<file path="src/rtl/mem_access_unit.sv">
// mem_access_unit: load/store sequencer in front of a big-endian word memory.
// Sub-word stores are done as read-modify-write because the memory always
// writes a full word.
// Ports: CLK, Reset (async, active-low); request: start, we, size, sign_ext,
// addr, wdata; status: busy, done, fault, rdata; memory side: mem_addr,
// mem_wdata, mem_rw (1 = write), mem_rdata (combinational read data).
module mem_access_unit #(
    parameter int MEM_BYTES = 64
) (
    input  logic        CLK,
    input  logic        Reset,
    input  logic        start,
    input  logic        we,
    input  logic [1:0]  size,
    input  logic        sign_ext,
    input  logic [31:0] addr,
    input  logic [31:0] wdata,
    output logic        busy,
    output logic        done,
    output logic        fault,
    output logic [31:0] rdata,
    output logic [31:0] mem_addr,
    output logic [31:0] mem_wdata,
    output logic        mem_rw,
    input  logic [31:0] mem_rdata
);

    typedef enum logic [2:0] {
        S_IDLE,
        S_RD,
        S_WR,
        S_DONE,
        S_FAULT
    } state_t;

    localparam logic [31:0] LIMIT = 32'(MEM_BYTES);

    state_t state, state_nx;

    logic [31:0] base;
    logic        bad;
    logic [1:0]  q_off;
    logic [1:0]  q_size;
    logic        q_sx;
    logic        q_we;
    logic [31:0] q_wd;

    logic [4:0]  sh;
    logic [31:0] mask;
    logic [31:0] field;
    logic [31:0] ext;
    logic [31:0] merged;

    assign base = {addr[31:2], 2'b00};

    always_comb begin
        bad = 1'b0;
        unique case (1'b1)
            (size == 2'b11): bad = 1'b1;
            (size == 2'b01): bad = addr[0];
            (size == 2'b10): bad = |addr[1:0];
            default:         bad = 1'b0;
        endcase
        if (base >= LIMIT)
            bad = 1'b1;
    end

    always_ff @(posedge CLK or negedge Reset) begin
        if (!Reset)
            state <= S_IDLE;
        else
            state <= state_nx;
    end

    always_comb begin
        state_nx = state;
        unique case (state)
            S_IDLE: begin
                if (start) begin
                    if (bad)
                        state_nx = S_FAULT;
                    else if (we && size == 2'b10)
                        state_nx = S_WR;
                    else
                        state_nx = S_RD;
                end
            end
            S_RD:    state_nx = q_we ? S_WR : S_DONE;
            S_WR:    state_nx = S_DONE;
            S_DONE:  state_nx = S_IDLE;
            S_FAULT: state_nx = S_IDLE;
            default: state_nx = S_IDLE;
        endcase
    end

    always_comb begin
        busy   = (state == S_RD) || (state == S_WR);
        done   = (state == S_DONE) || (state == S_FAULT);
        fault  = (state == S_FAULT);
        mem_rw = (state == S_WR);
    end

    // Lane of the addressed field: byte k sits at bit 8*(3-k),
    // half at offset 0 sits at bit 16, half at offset 2 at bit 0.
    always_comb begin
        sh   = 5'd0;
        mask = 32'hFFFF_FFFF;
        unique case (q_size)
            2'b00: begin
                sh   = {~q_off, 3'b000};
                mask = 32'h0000_00FF << sh;
            end
            2'b01: begin
                sh   = {~q_off[1], 4'b0000};
                mask = 32'h0000_FFFF << sh;
            end
            default: begin
                sh   = 5'd0;
                mask = 32'hFFFF_FFFF;
            end
        endcase
        field  = (mem_rdata & mask) >> sh;
        merged = (mem_rdata & ~mask) | ((q_wd << sh) & mask);
        unique case (q_size)
            2'b00:   ext = {{24{q_sx & field[7]}}, field[7:0]};
            2'b01:   ext = {{16{q_sx & field[15]}}, field[15:0]};
            default: ext = field;
        endcase
    end

    // mem_addr/mem_wdata only move in IDLE and RD, never while writing.
    always_ff @(posedge CLK or negedge Reset) begin
        if (!Reset) begin
            mem_addr  <= '0;
            mem_wdata <= '0;
            rdata     <= '0;
            q_off     <= '0;
            q_size    <= '0;
            q_sx      <= 1'b0;
            q_we      <= 1'b0;
            q_wd      <= '0;
        end else begin
            unique case (state)
                S_IDLE: begin
                    if (start && !bad) begin
                        mem_addr <= base;
                        q_off    <= addr[1:0];
                        q_size   <= size;
                        q_sx     <= sign_ext;
                        q_we     <= we;
                        q_wd     <= wdata;
                        if (we && size == 2'b10)
                            mem_wdata <= wdata;
                    end
                end
                S_RD: begin
                    if (q_we)
                        mem_wdata <= merged;
                    else
                        rdata <= ext;
                end
                default: begin
                end
            endcase
        end
    end

endmodule

</file>
<file path="config.mk">
export PLATFORM = sky130hd
export DESIGN_NAME = mem_access_unit
export DESIGN_NICKNAME = d
export VERILOG_FILES = /design/src/rtl/mem_access_unit.sv
export SDC_FILE = /design/constraint.sdc
export NUM_CORES = 1
export LEC_CHECK = 0
export CAP_MARGIN = 25
export CORE_ASPECT_RATIO = 0.7
export CORE_MARGIN = 4
export CORE_UTILIZATION = 47
export CTS_CLUSTER_DIAMETER = 60
export DETAILED_ROUTE_END_ITERATION = 12
export HOLD_SLACK_MARGIN = 0.06
export PLACE_DENSITY = 0.81
export SYNTH_ARGS = -nofsm -noshare
export SYNTH_HDL_FRONTEND = slang
export SYNTH_SLANG_ARGS = --single-unit
</file>
<file path="constraint.sdc">
create_clock -name CLK -period 3.2 [get_ports CLK]
set_input_delay 0.96 -clock CLK [delete_from_list [all_inputs] [get_ports CLK]]
set_output_delay 0.96 -clock CLK [all_outputs]
set_load 0.005 [all_outputs]
</file>
==> impl_summary.log, run 1 <==
[metrics] setup repair after global routing missed its margin: false
[metrics] Syn. warnings: 0
[metrics] startpoint type of the worst setup path: input pin
[metrics] Crit Path Category: in -> reg
[metrics] fraction of post-synthesis cell area in the top cell type by area: 0.513
[metrics] Pleak: 4.44 nW
[metrics] first-pass GRT wire length: 33700 µm
[metrics] Cell Rows: 35
[metrics] final weighted congestion in routability-driven placement: 0.878
[metrics] final critical-path required period: 3.04 ns
[metrics] count of flip-flops with a built-in enable after synthesis: 0
[metrics] Clock H-tree levels: 4
[metrics] count leader, synth: dfrtp_1
[metrics] largest fanout on the critical path: 8
[metrics] netlist area before placement: 0.00658 mm²
[metrics] residual antenna-violating net count after detailed routing: 0
[metrics] area leader, netlist: dfrtp_1
[metrics] Clock Root Buffer: clkbuf_16
[metrics] aggregate global-route resource usage: 0.274
[metrics] Clock Pin Slew Worst Setup and Hold Paths: 0.07 ns
[metrics] Crit path required time: 3.50 ns
[metrics] total congestion overflow: 0
[metrics] final worst-path cycle share: 0.949
[metrics] CTS tree: yes
[metrics] number of hold buffers added after CTS: 0
[metrics] DRC violations left: 0
[metrics] Overall Power: 5.20 mW
[metrics] number of iterations in the first detailed-routing pass: 9
[metrics] Initial Utilization: 0.490
[metrics] pin count of the biggest net entering global routing: 61
[metrics] maximum clock insertion buffer count: 2
[metrics] Ports: 203
[metrics] area growth from synthesis to layout: 45.3%
[metrics] power per cell area: 544 mW/mm²
[metrics] DIE AREA: about 0.016 mm²
[metrics] number of distinct library cells after synthesis: 46
[metrics] Die Width: 149 µm
[metrics] list of most frequent post-synthesis cells: dfrtp_1, nand2_1, mux2_2
[metrics] Max-Cap Viols: 0
[metrics] average wire per standard cell: roughly 22 µm
[metrics] CTS buffer count: 17
[metrics] skew final: 0.0103 ns
[metrics] Final Setup Violations: 0
[metrics] total negative setup slack: 0 ns
[metrics] Routed WL: 22600 µm
[metrics] final net count: 935
[metrics] Final HPWL DP: 16100 µm
[metrics] Synth area leaders: dfrtp_1, mux2_2, nand2_1
[metrics] Final Hold Fails: 0
[metrics] number of pins exceeding their max-slew limit in the final report: 0
[metrics] fraction of layout cells with a size suffix above 1: 0.185
[metrics] relative slew slack: 0.333
[metrics] Cells after Synth: 629
[metrics] number of buffers inserted by port buffering: 200
[metrics] transition time of the tightest slew-check pin: about 1.0 ns
[metrics] height of the chip: 107 µm
[metrics] IR drop worst, VDD: about 0.34 mV
[metrics] register bit total from synthesis: between 100 and 150
[metrics] Setup crit end kind: register
[metrics] Worst Hold Slack: 0.483 ns
[metrics] antenna violations before repair: 0
[metrics] prevailing post-synth register cell: dfrtp_1
[metrics] Critical Path AT: approximately 3.3 ns
[metrics] number of antenna cells inserted: 0
[metrics] fraction of registers with async set/reset: 1.00
[metrics] max frequency: 329 MHz
[metrics] mean post-synth cell area: 10.5 µm²
[metrics] clock net sink count: between 100 and 150
[metrics] drt first-iter violations: 470
[metrics] Hold/Removal Path Class: in -> async
[metrics] Worst Reg-to-Reg Cells: 5
[metrics] outcome: complete, no violations
[metrics] fill cell instance count of the final layout: a little under 1000
[metrics] fraction of the yosys area taken by sequential cells: 0.513
[metrics] number of vias per cell after detailed routing: 5.82
[metrics] number of vias after detailed routing: 5997
[metrics] Core Area: approximately 0.013 mm²
[metrics] vias in the first global route: ~6100
[metrics] clock network latency to the later pin of the worst-skew pair: 0.42 ns
==> worst max-delay path, cell delays in order <==
cell and delay (ns):
clkdlybuf4s50_1 0.46, or4b_4 0.45, nand3b_1 0.17, or4_4 0.45, a21oi_4 0.18, buf_12 0.14, buf_12 0.15, mux2_2 0.36
==> per-layer routing <==
| metal | global-route usage | part of all wire |
|---|---|---|
| met4 | 0.0712 | 0.014 |
| met5 | 0 | 0 |
| met1 | 0.384 | 0.43 |
| met2 | 0.422 | 0.45 |
| met3 | 0.0794 | 0.11 |
==> layout by cell type, fill, tap and decap left out, types with 10 or more instances in the layout <==
master / count
o21ai_0: 33
mux2i_1: 12
nand2_1: 86
mux2_2: 81
clkdlybuf4s50_1: 199
a21oi_1: 12
a22o_1: 16
nor3_1: 10
and2_1: 27
dfrtp_1: 135
a31oi_1: 10
buf_4: 26
nand3_1: 37
nor4_1: 12
clkbuf_16: 19
nor2_1: 22
==> state kept, by name, indices dropped and copies added, names as in the netlist <==
signal / flops
mem_wdata: 32
q_wd: 32
rdata: 32
mem_addr: 30
state: 3
q_off: 2
q_size: 2
q_sx: 1
q_we: 1
==> power breakdown <==
| group | switching [mW] | internal, mW |
|---|---|---|
| Clock | 0.834 | 1.18 |
| Sequential | 0.144 | 1.93 |
| Combinational | 0.429 | 0.687 |
==> metrics by stage <==
stage	util	worst slack (ns)	instance area, µm²	cells
2_1_floorplan	-	0.281	6590	630
3_3_place_gp	0.660	-0.303	8870	994
3_5_place_dp	0.660	-0.369	8870	994
4_1_cts	0.705	0.0701	9480	1026
5_1_grt	0.711	0.122	9560	1030
6_report	0.711	0.165	9560	1030
==> final timing paths <==
kind / end / slack [ns] / startpoint
setup / recovery: mem_wdata[18]$_DFFE_PN0P_ / 0.16 / start
hold / removal: rdata[24]$_DFFE_PN0P_ / 0.48 / Reset
setup reg to reg: mem_wdata[23]$_DFFE_PN0P_ / 0.58 / q_off[0]$_DFFE_PN0P_
hold reg to reg: mem_addr[31]$_DFFE_PN0P_ / 0.49 / mem_addr[31]$_DFFE_PN0P_
max in group asynchronous: mem_wdata[19]$_DFFE_PN0P_ / 1.94 / Reset
min in group CLK: mem_addr[31]$_DFFE_PN0P_ / 0.49 / mem_addr[31]$_DFFE_PN0P_
==> logic make-up (layout without fill, tap and decap cells) <==
group	after synthesis	count (layout)	share of synthesized area
AOI/OAI and AO/OA	122	122	0.129
buffers and inverters	58	273	0.0386
muxes	93	93	0.157
DFF	135	135	0.513
and+or+nand+nor	220	220	0.162
other	1	2	0.000570
==> final cells by class <==
cell class	instances	area (µm²)	area share
Inverter	7	26.3	0.00275
Tap cell	185	231	0.0242
Multi-Input combinational cell	437	2960	0.310
Clock buffer	17	425	0.0445
Sequential cell	135	3380	0.353
Clock inverter	15	179	0.0187
Timing Repair Buffer	234	2360	0.247
==> what timing repair did <==
item                                    4_1_cts  5_1_grt
gates resized for setup                       0        1
endpoints found under the setup margin        0        2
buffers inserted                              0        1
Power figures use the tool's default switching activity.
==> inputs of run 2 (changes only) <==
==> constraint.sdc (replaced) <==
create_clock -name CLK -period 3.45 [get_ports CLK]
set_input_delay 1.035 -clock CLK [delete_from_list [all_inputs] [get_ports CLK]]
set_output_delay 1.035 -clock CLK [all_outputs]
set_load 0.005 [all_outputs]
==> impl_summary.log, run 2 (same netlist as run 1, synthesis figures left out) <==
[metrics] outcome: complete, no violations (unchanged)
[metrics] relative slew slack: 0.407 (was 0.333)
[metrics] Clock Root Buffer: clkbuf_16 (unchanged)
[metrics] final worst-path cycle share: 0.929
[metrics] fill cell instance count of the final layout: 978 (was 981)
[metrics] CTS tree: yes (unchanged)
[metrics] top library cells by usage in the layout, fill and taps aside: clkdlybuf4s50_1, dfrtp_1, nand2_1, mux2_2, nand3_1 (unchanged)
[metrics] Overall Power: 5.09 mW (was 5.20 mW)
[metrics] Initial Utilization: 0.490 (unchanged)
[metrics] flop2flop setup slack: 0.74 ns (was 0.58 ns)
[metrics] Setup crit end kind: register (unchanged)
[metrics] most common cell after layout, fill and taps aside: clkdlybuf4s50_1 (unchanged)
[metrics] aggregate global-route resource usage: 0.273 (was 0.274)
[metrics] Routed WL: 21600 µm (was 22600 µm)
[metrics] FF-to-FF End: q_wd[3]$_DFFE_PN0P_ (was mem_wdata[23]$_DFFE_PN0P_)
[metrics] largest registers: mem_wdata x32, q_wd x32, rdata x32 (unchanged)
[metrics] Crit Path Category: in -> reg (unchanged)
[metrics] Critical Path AT: 3.51 ns (was 3.33 ns)
[metrics] first-pass GRT wire length: 33800 µm (was 33700 µm)
[metrics] clock network latency to the later pin of the worst-skew pair: 0.42 ns (about the same)
[metrics] number of buffers inserted by port buffering: 200 (unchanged)
[metrics] DRC violations left: 0 (unchanged)
[metrics] vias in the first global route: 6002 (was 6051)
[metrics] pin count of the biggest net entering global routing: 67 (was 61)
[metrics] power per cell area: 537 mW/mm² (was 544 mW/mm²)
[metrics] total congestion overflow: 0 (unchanged)
[metrics] Core Area: 0.0134 mm² (unchanged)
[metrics] Hold/Removal Path Class: reg -> reg (was in -> async)
[metrics] number of vias after detailed routing: 5965 (was 5997)
[metrics] residual antenna-violating net count after detailed routing: 0 (unchanged)
[metrics] Pleak: 4.39 nW (was 4.44 nW)
[metrics] fraction of layout cells with a size suffix above 1: 0.170 (was 0.185)
[metrics] final net count: 921 (was 935)
[metrics] CTS buffer count: 17 (unchanged)
[metrics] Worst Hold Slack: 0.483 ns (about the same)
[metrics] number of vias per cell after detailed routing: 5.87 (was 5.82)
[metrics] largest fanout on the critical path: 66 (was 8)
[metrics] drt first-iter violations: 659 (was 470)
[metrics] skew final: 0.00815 ns (was 0.0103 ns)
[metrics] number of hold buffers added after CTS: 0 (unchanged)
[metrics] clock net sink count: 135 (unchanged)
[metrics] hold-critical path endpoint: mem_addr[28]$_DFFE_PN0P_
[metrics] Clock H-tree levels: 4 (unchanged)
[metrics] number of antenna cells inserted: 0 (unchanged)
[metrics] # Post-CTS Setup Buffers: 0 (unchanged)
[metrics] final standard cell count with taps included and fillers excluded: 1016 (was 1030)
[metrics] maximum clock insertion buffer count: 2 (unchanged)
[metrics] number of pins exceeding their max-slew limit in the final report: 0 (unchanged)
[metrics] Die Width: 149 µm (unchanged)
[metrics] height of the chip: 107 µm (unchanged)
[metrics] Final Setup Violations: 0 (unchanged)
[metrics] max frequency: just over 300 MHz
[metrics] antenna violations before repair: 0 (unchanged)
[metrics] number of iterations in the first detailed-routing pass: 5 (was 9)
[metrics] final critical-path required period: 3.21 ns
[metrics] DIE AREA: 0.0160 mm² (unchanged)
[metrics] critical register-to-register path startpoint: state[1]$_DFFE_PN0P_ (was q_off[0]$_DFFE_PN0P_)
[metrics] IR drop worst, VDD: 0.394 mV (was 0.337 mV)
[metrics] startpoint of the lowest-slack hold path: mem_addr[28]$_DFFE_PN0P_
[metrics] average wire per standard cell: 21.3 µm (was 21.9 µm)
[metrics] Crit path required time: 3.75 ns (was 3.50 ns)
[metrics] Worst Reg-to-Reg Cells: 5 (unchanged)
[metrics] Final Hold Fails: 0 (unchanged)
[metrics] Max-Cap Viols: 0 (unchanged)
[metrics] Final HPWL DP: 15800 µm (was 16100 µm)
[metrics] Clock Pin Slew Worst Setup and Hold Paths: 0.06 ns (was 0.07 ns)
[metrics] Ports: 203 (unchanged)
[metrics] transition time of the tightest slew-check pin: 0.890 ns (was 0.998 ns)
[metrics] hold-critical path depth: 1
[metrics] post-cts gate resize count: 0 (unchanged)
[metrics] final weighted congestion in routability-driven placement: 0.908 (was 0.878)
[metrics] Inst Count DP: 984 (was 994)
[metrics] Cell Rows: 35 (unchanged)
[metrics] startpoint type of the worst setup path: input pin (unchanged)
[metrics] setup repair after global routing missed its margin: false (unchanged)
[metrics] area growth from synthesis to layout: 43.9% (was 45.3%)
run 2: cell types whose count changed in the layout (fill, tap and decap cells not counted), sizes merged:
cell,previous run,this run
clkinvlp,2,1
bufinv,2,6
buf,33,21
clkbuf,19,22
inv,16,8
run 2: power breakdown:
part	internal [mW]	switching, mW
sequential	1.79	0.144
combinational	0.626	0.395
clock	1.44	0.700
total	3.85	1.24
run 2: stage by stage:
stage / setup TNS [ns] / util / setup WS (ns) / area [µm²]
6_report: 0 / 0.705 / 0.244 / 9470
5_1_grt: 0 / 0.705 / 0.157 / 9470
4_1_cts: 0 / 0.705 / 0.250 / 9470
3_5_place_dp: -13.05 / 0.653 / -0.188 / 8770
3_3_place_gp: -10.96 / 0.653 / -0.146 / 8770
2_1_floorplan: 0 / - / 0.456 / 6590
run 2: area by class of cell:
cell class / instances / area (µm²) / area share
Multi-Input combinational cell: 437 / 2960 / 0.313
Clock inverter: 10 / 214 / 0.0226
Clock buffer: 22 / 484 / 0.0511
Tap cell: 185 / 231 / 0.0244
Timing Repair Buffer: 220 / 2180 / 0.230
Sequential cell: 135 / 3380 / 0.357
Inverter: 7 / 26.3 / 0.00277
run 2: per-layer routing:
metal  vias up  global-route usage  wire, µm
met5         -                   0         0
met2       356               0.424      9850
met3        31              0.0756      2430
met4         0              0.0692       286
met1      2945               0.382      9070
li1       2633                   -         -
run 2: how the worst max path moves through the flow:
stage / start / end / cells after the start
6_report: start / q_wd[3]$_DFFE_PN0P_ / 6
3_3_place_gp: start / q_wd[3]$_DFFE_PN0P_ / 6
4_1_cts: start / mem_wdata[19]$_DFFE_PN0P_ / 7
5_1_grt: start / q_wd[3]$_DFFE_PN0P_ / 6
3_5_place_dp: start / mem_wdata[19]$_DFFE_PN0P_ / 7
2_1_floorplan: start / mem_wdata[21]$_DFFE_PN0P_ / 7
run 2: critical path, cell delays in order:
cell,delay (ns)
clkdlybuf4s50_1,0.45
or4b_4,0.45
nand3b_1,0.16
or4_2,0.62
buf_4,0.40
mux2_2,0.37
==> inputs of run 3 (changes only) <==
--- a/config.mk
+++ b/config.mk
@@ -11,6 +11,7 @@
 export CORE_UTILIZATION = 47
 export CTS_CLUSTER_DIAMETER = 60
 export DETAILED_ROUTE_END_ITERATION = 12
+export GPL_ROUTABILITY_DRIVEN = 0
 export HOLD_SLACK_MARGIN = 0.06
 export PLACE_DENSITY = 0.81
 export SYNTH_ARGS = -nofsm -noshare
==> impl_summary.log, run 3 (same netlist as run 1, synthesis figures left out) <==
[metrics] DIE AREA: 0.0160 mm² (unchanged)
[metrics] number of vias per cell after detailed routing: 5.88 (was 5.87)
[metrics] final worst-path cycle share: 0.931 (was 0.929)
[metrics] Ports: 203 (unchanged)
[metrics] FF-to-FF End: mem_wdata[3]$_DFFE_PN0P_ (was q_wd[3]$_DFFE_PN0P_)
[metrics] Inst Count DP: 986 (was 984)
[metrics] pin count of the biggest net entering global routing: 75 (was 67)
[metrics] largest fanout on the critical path: 30 (was 66)
[metrics] Overall Power: 4.96 mW (was 5.09 mW)
[metrics] power per cell area: 523 mW/mm² (was 537 mW/mm²)
[metrics] startpoint of the lowest-slack hold path: rdata[7]$_DFFE_PN0P_ (was mem_addr[28]$_DFFE_PN0P_)
[metrics] first-pass GRT wire length: 34200 µm (was 33800 µm)
[metrics] setup repair after global routing missed its margin: false (unchanged)
[metrics] post-cts gate resize count: 0 (unchanged)
[metrics] Initial Utilization: 0.490 (unchanged)
[metrics] setup slack at placement: -0.189 ns (was -0.188 ns)
[metrics] Final Setup Violations: 0 (unchanged)
[metrics] Worst Hold Slack: 0.481 ns (was 0.483 ns)
[metrics] number of iterations in the first detailed-routing pass: 6 (was 5)
[metrics] area growth from synthesis to layout: 44.2% (was 43.9%)
[metrics] master of the slowest instance on the critical path: or4_2 (unchanged)
[metrics] height of the chip: 107 µm (unchanged)
[metrics] CTS buffer count: 17 (unchanged)
[metrics] switching share of total power: 0.247 (was 0.243)
[metrics] # Post-CTS Setup Buffers: 0 (unchanged)
[metrics] Crit path required time: 3.74 ns (was 3.75 ns)
[metrics] Switching Power: 1.22 mW (was 1.24 mW)
[metrics] Setup crit end kind: register (unchanged)
[metrics] DRC violations left: 0 (unchanged)
[metrics] max frequency: 311 MHz (was 312 MHz)
[metrics] number of buffers inserted by port buffering: 200 (unchanged)
[metrics] Core Area: 0.0134 mm² (unchanged)
[metrics] flop2flop setup slack: 0.77 ns (was 0.74 ns)
[metrics] internal power summed over all cells: 3.74 mW (was 3.85 mW)
[metrics] Final Hold Fails: 0 (unchanged)
[metrics] skew final: 0.00622 ns (was 0.00815 ns)
[metrics] final net count: 924 (was 921)
[metrics] drt first-iter violations: 697 (was 659)
[metrics] Final Core Density: 0.706 (was 0.705)
[metrics] aggregate global-route resource usage: 0.276 (was 0.273)
[metrics] antenna violations before repair: 1 (was 0)
[metrics] fraction of power consumed by the clock network: 0.407 (was 0.420)
[metrics] Clock Root Buffer: clkbuf_16 (unchanged)
[metrics] Max-Cap Viols: 0 (unchanged)
[metrics] most common cell after layout, fill and taps aside: clkdlybuf4s50_1 (unchanged)
[metrics] final standard cell count with taps included and fillers excluded: 1020 (was 1016)
[metrics] hold-critical path endpoint: rdata[7]$_DFFE_PN0P_ (was mem_addr[28]$_DFFE_PN0P_)
[metrics] CTS tree: yes (unchanged)
[metrics] Clock Pin Slew Worst Setup and Hold Paths: 0.06 ns (about the same)
[metrics] Worst Reg-to-Reg Cells: 6 (was 5)
[metrics] average wire per standard cell: 21.5 µm (was 21.3 µm)
[metrics] final critical-path required period: 3.21 ns (about the same)
[metrics] startpoint type of the worst setup path: input pin (unchanged)
[metrics] number of logic stages on the critical path including buffering: 7 (was 6)
[metrics] clock net sink count: 135 (unchanged)
[metrics] top library cells by usage in the layout, fill and taps aside: clkdlybuf4s50_1, dfrtp_1, nand2_1, mux2_2, nand3_1 (unchanged)
[metrics] Routed WL: 21900 µm (was 21600 µm)
[metrics] number of pins exceeding their max-slew limit in the final report: 0 (unchanged)
[metrics] buffer and inverter count on the worst path: 2 (unchanged)
[metrics] fraction of layout cells with a size suffix above 1: 0.171 (was 0.170)
[metrics] Final HPWL DP: 16000 µm (was 15800 µm)
[metrics] sequential share of power: 0.387 (was 0.380)
[metrics] vias in the first global route: 6217 (was 6002)
[metrics] hold-critical path depth: 2 (was 1)
[metrics] maximum clock insertion buffer count: 2 (unchanged)
[metrics] Pleak: 4.40 nW (was 4.39 nW)
[metrics] Clock H-tree levels: 4 (unchanged)
[metrics] IR drop worst, VDD: 0.341 mV (was 0.394 mV)
[metrics] Gate power share: 0.207 (was 0.201)
[metrics] critical register-to-register path startpoint: state[1]$_DFFE_PN0P_ (unchanged)
[metrics] clock network latency to the later pin of the worst-skew pair: 0.41 ns (was 0.42 ns)
[metrics] Hold/Removal Path Class: reg -> reg (unchanged)
[metrics] Cell Rows: 35 (unchanged)
[metrics] transition time of the tightest slew-check pin: 0.778 ns (was 0.890 ns)
[metrics] residual antenna-violating net count after detailed routing: 0 (unchanged)
[metrics] outcome: complete, no violations (unchanged)
[metrics] Crit Path Category: in -> reg (unchanged)
[metrics] number of vias after detailed routing: 5996 (was 5965)
[metrics] number of hold buffers added after CTS: 0 (unchanged)
[metrics] relative slew slack: 0.480 (was 0.407)
[metrics] setup ws final: 0.239 ns (was 0.244 ns)
[metrics] Slowest Stage Delay on Critical Path: 0.62 ns (about the same)
[metrics] CP cell instances: clkdlybuf4s50_1 > or4b_4 > nand3b_1 > or4_2 > a21oi_4 > buf_12 > mux2_2 (was clkdlybuf4s50_1 > or4b_4 > nand3b_1 > or4_2 > buf_4 > mux2_2)
[metrics] largest registers: mem_wdata x32, q_wd x32, rdata x32 (unchanged)
[metrics] cell type group with the largest total delay on the critical path: simple AND/OR/NAND/NOR gates (unchanged)
[metrics] Critical Path AT: 3.50 ns (was 3.51 ns)
[metrics] total congestion overflow: 0 (unchanged)
[metrics] Die Width: 149 µm (unchanged)
## run 3: cell count changes in the layout (fill, tap and decap cells not counted)
cell and delta:
buf_12 +3, clkbuf_8 -2, buf_2 +1, buf_4 -1, bufinv_16 -1, clkbuf_1 +1, clkinv_2 +1, clkinv_4 +1
clkinvlp_4 +1, diode_2 +1, inv_6 -1
## run 3: stage by stage
step / setup TNS [ns] / instance area, µm²
after floorplan: 0 / 6590
after global placement: -4.92 / 8830
after detailed placement: -7.28 / 8830
after CTS: 0 / 9480
after global routing: 0 / 9490
final: 0 / 9490
## run 3: worst max-delay path by stage
stage	startpoint	to
after global placement	start	mem_wdata[1]$_DFFE_PN0P_
final	start	mem_wdata[3]$_DFFE_PN0P_
after floorplan	start	mem_wdata[21]$_DFFE_PN0P_
after detailed placement	start	mem_wdata[11]$_DFFE_PN0P_
after CTS	start	mem_wdata[3]$_DFFE_PN0P_
after global routing	start	mem_wdata[3]$_DFFE_PN0P_
## run 3: area by class of cell
class	count	area, µm²
clock buffer	21	460
clock inverter	11	196
fill	958	3950
inverter	7	26.3
sequential	135	3380
multi-input combinational	437	2960
antenna	1	2.50
tap	185	231
timing repair buffer	223	2240
## run 3: worst reg2reg max path, stage by stage (launching register included)
cell and delay [ns]:
dfrtp_1 0.44, or4b_4 0.56, nand3b_1 0.16, or4_2 0.62, a21oi_4 0.18, buf_12 0.21
mux2_2 0.40
## run 3: power groups by stage
stage | Combinational (mW) | Sequential (mW) | Clock [mW]
2_1_floorplan | 0.299 | 1.94 | 0
3_3_place_gp | 0.987 | 1.93 | 0
3_5_place_dp | 1.02 | 1.95 | 0
4_1_cts | 1.03 | 1.92 | 2.03
5_1_grt | 1.11 | 1.94 | 2.11
6_report | 1.03 | 1.92 | 2.02
## run 3: routing by layer
metal | GRT usage | vias up | share of wire
met2 | 0.433 | 411 | 0.45
met5 | 0 | - | 0.00059
met1 | 0.367 | 2885 | 0.41
met3 | 0.102 | 63 | 0.13
li1 | - | 2635 | -
met4 | 0.0686 | 2 | 0.016
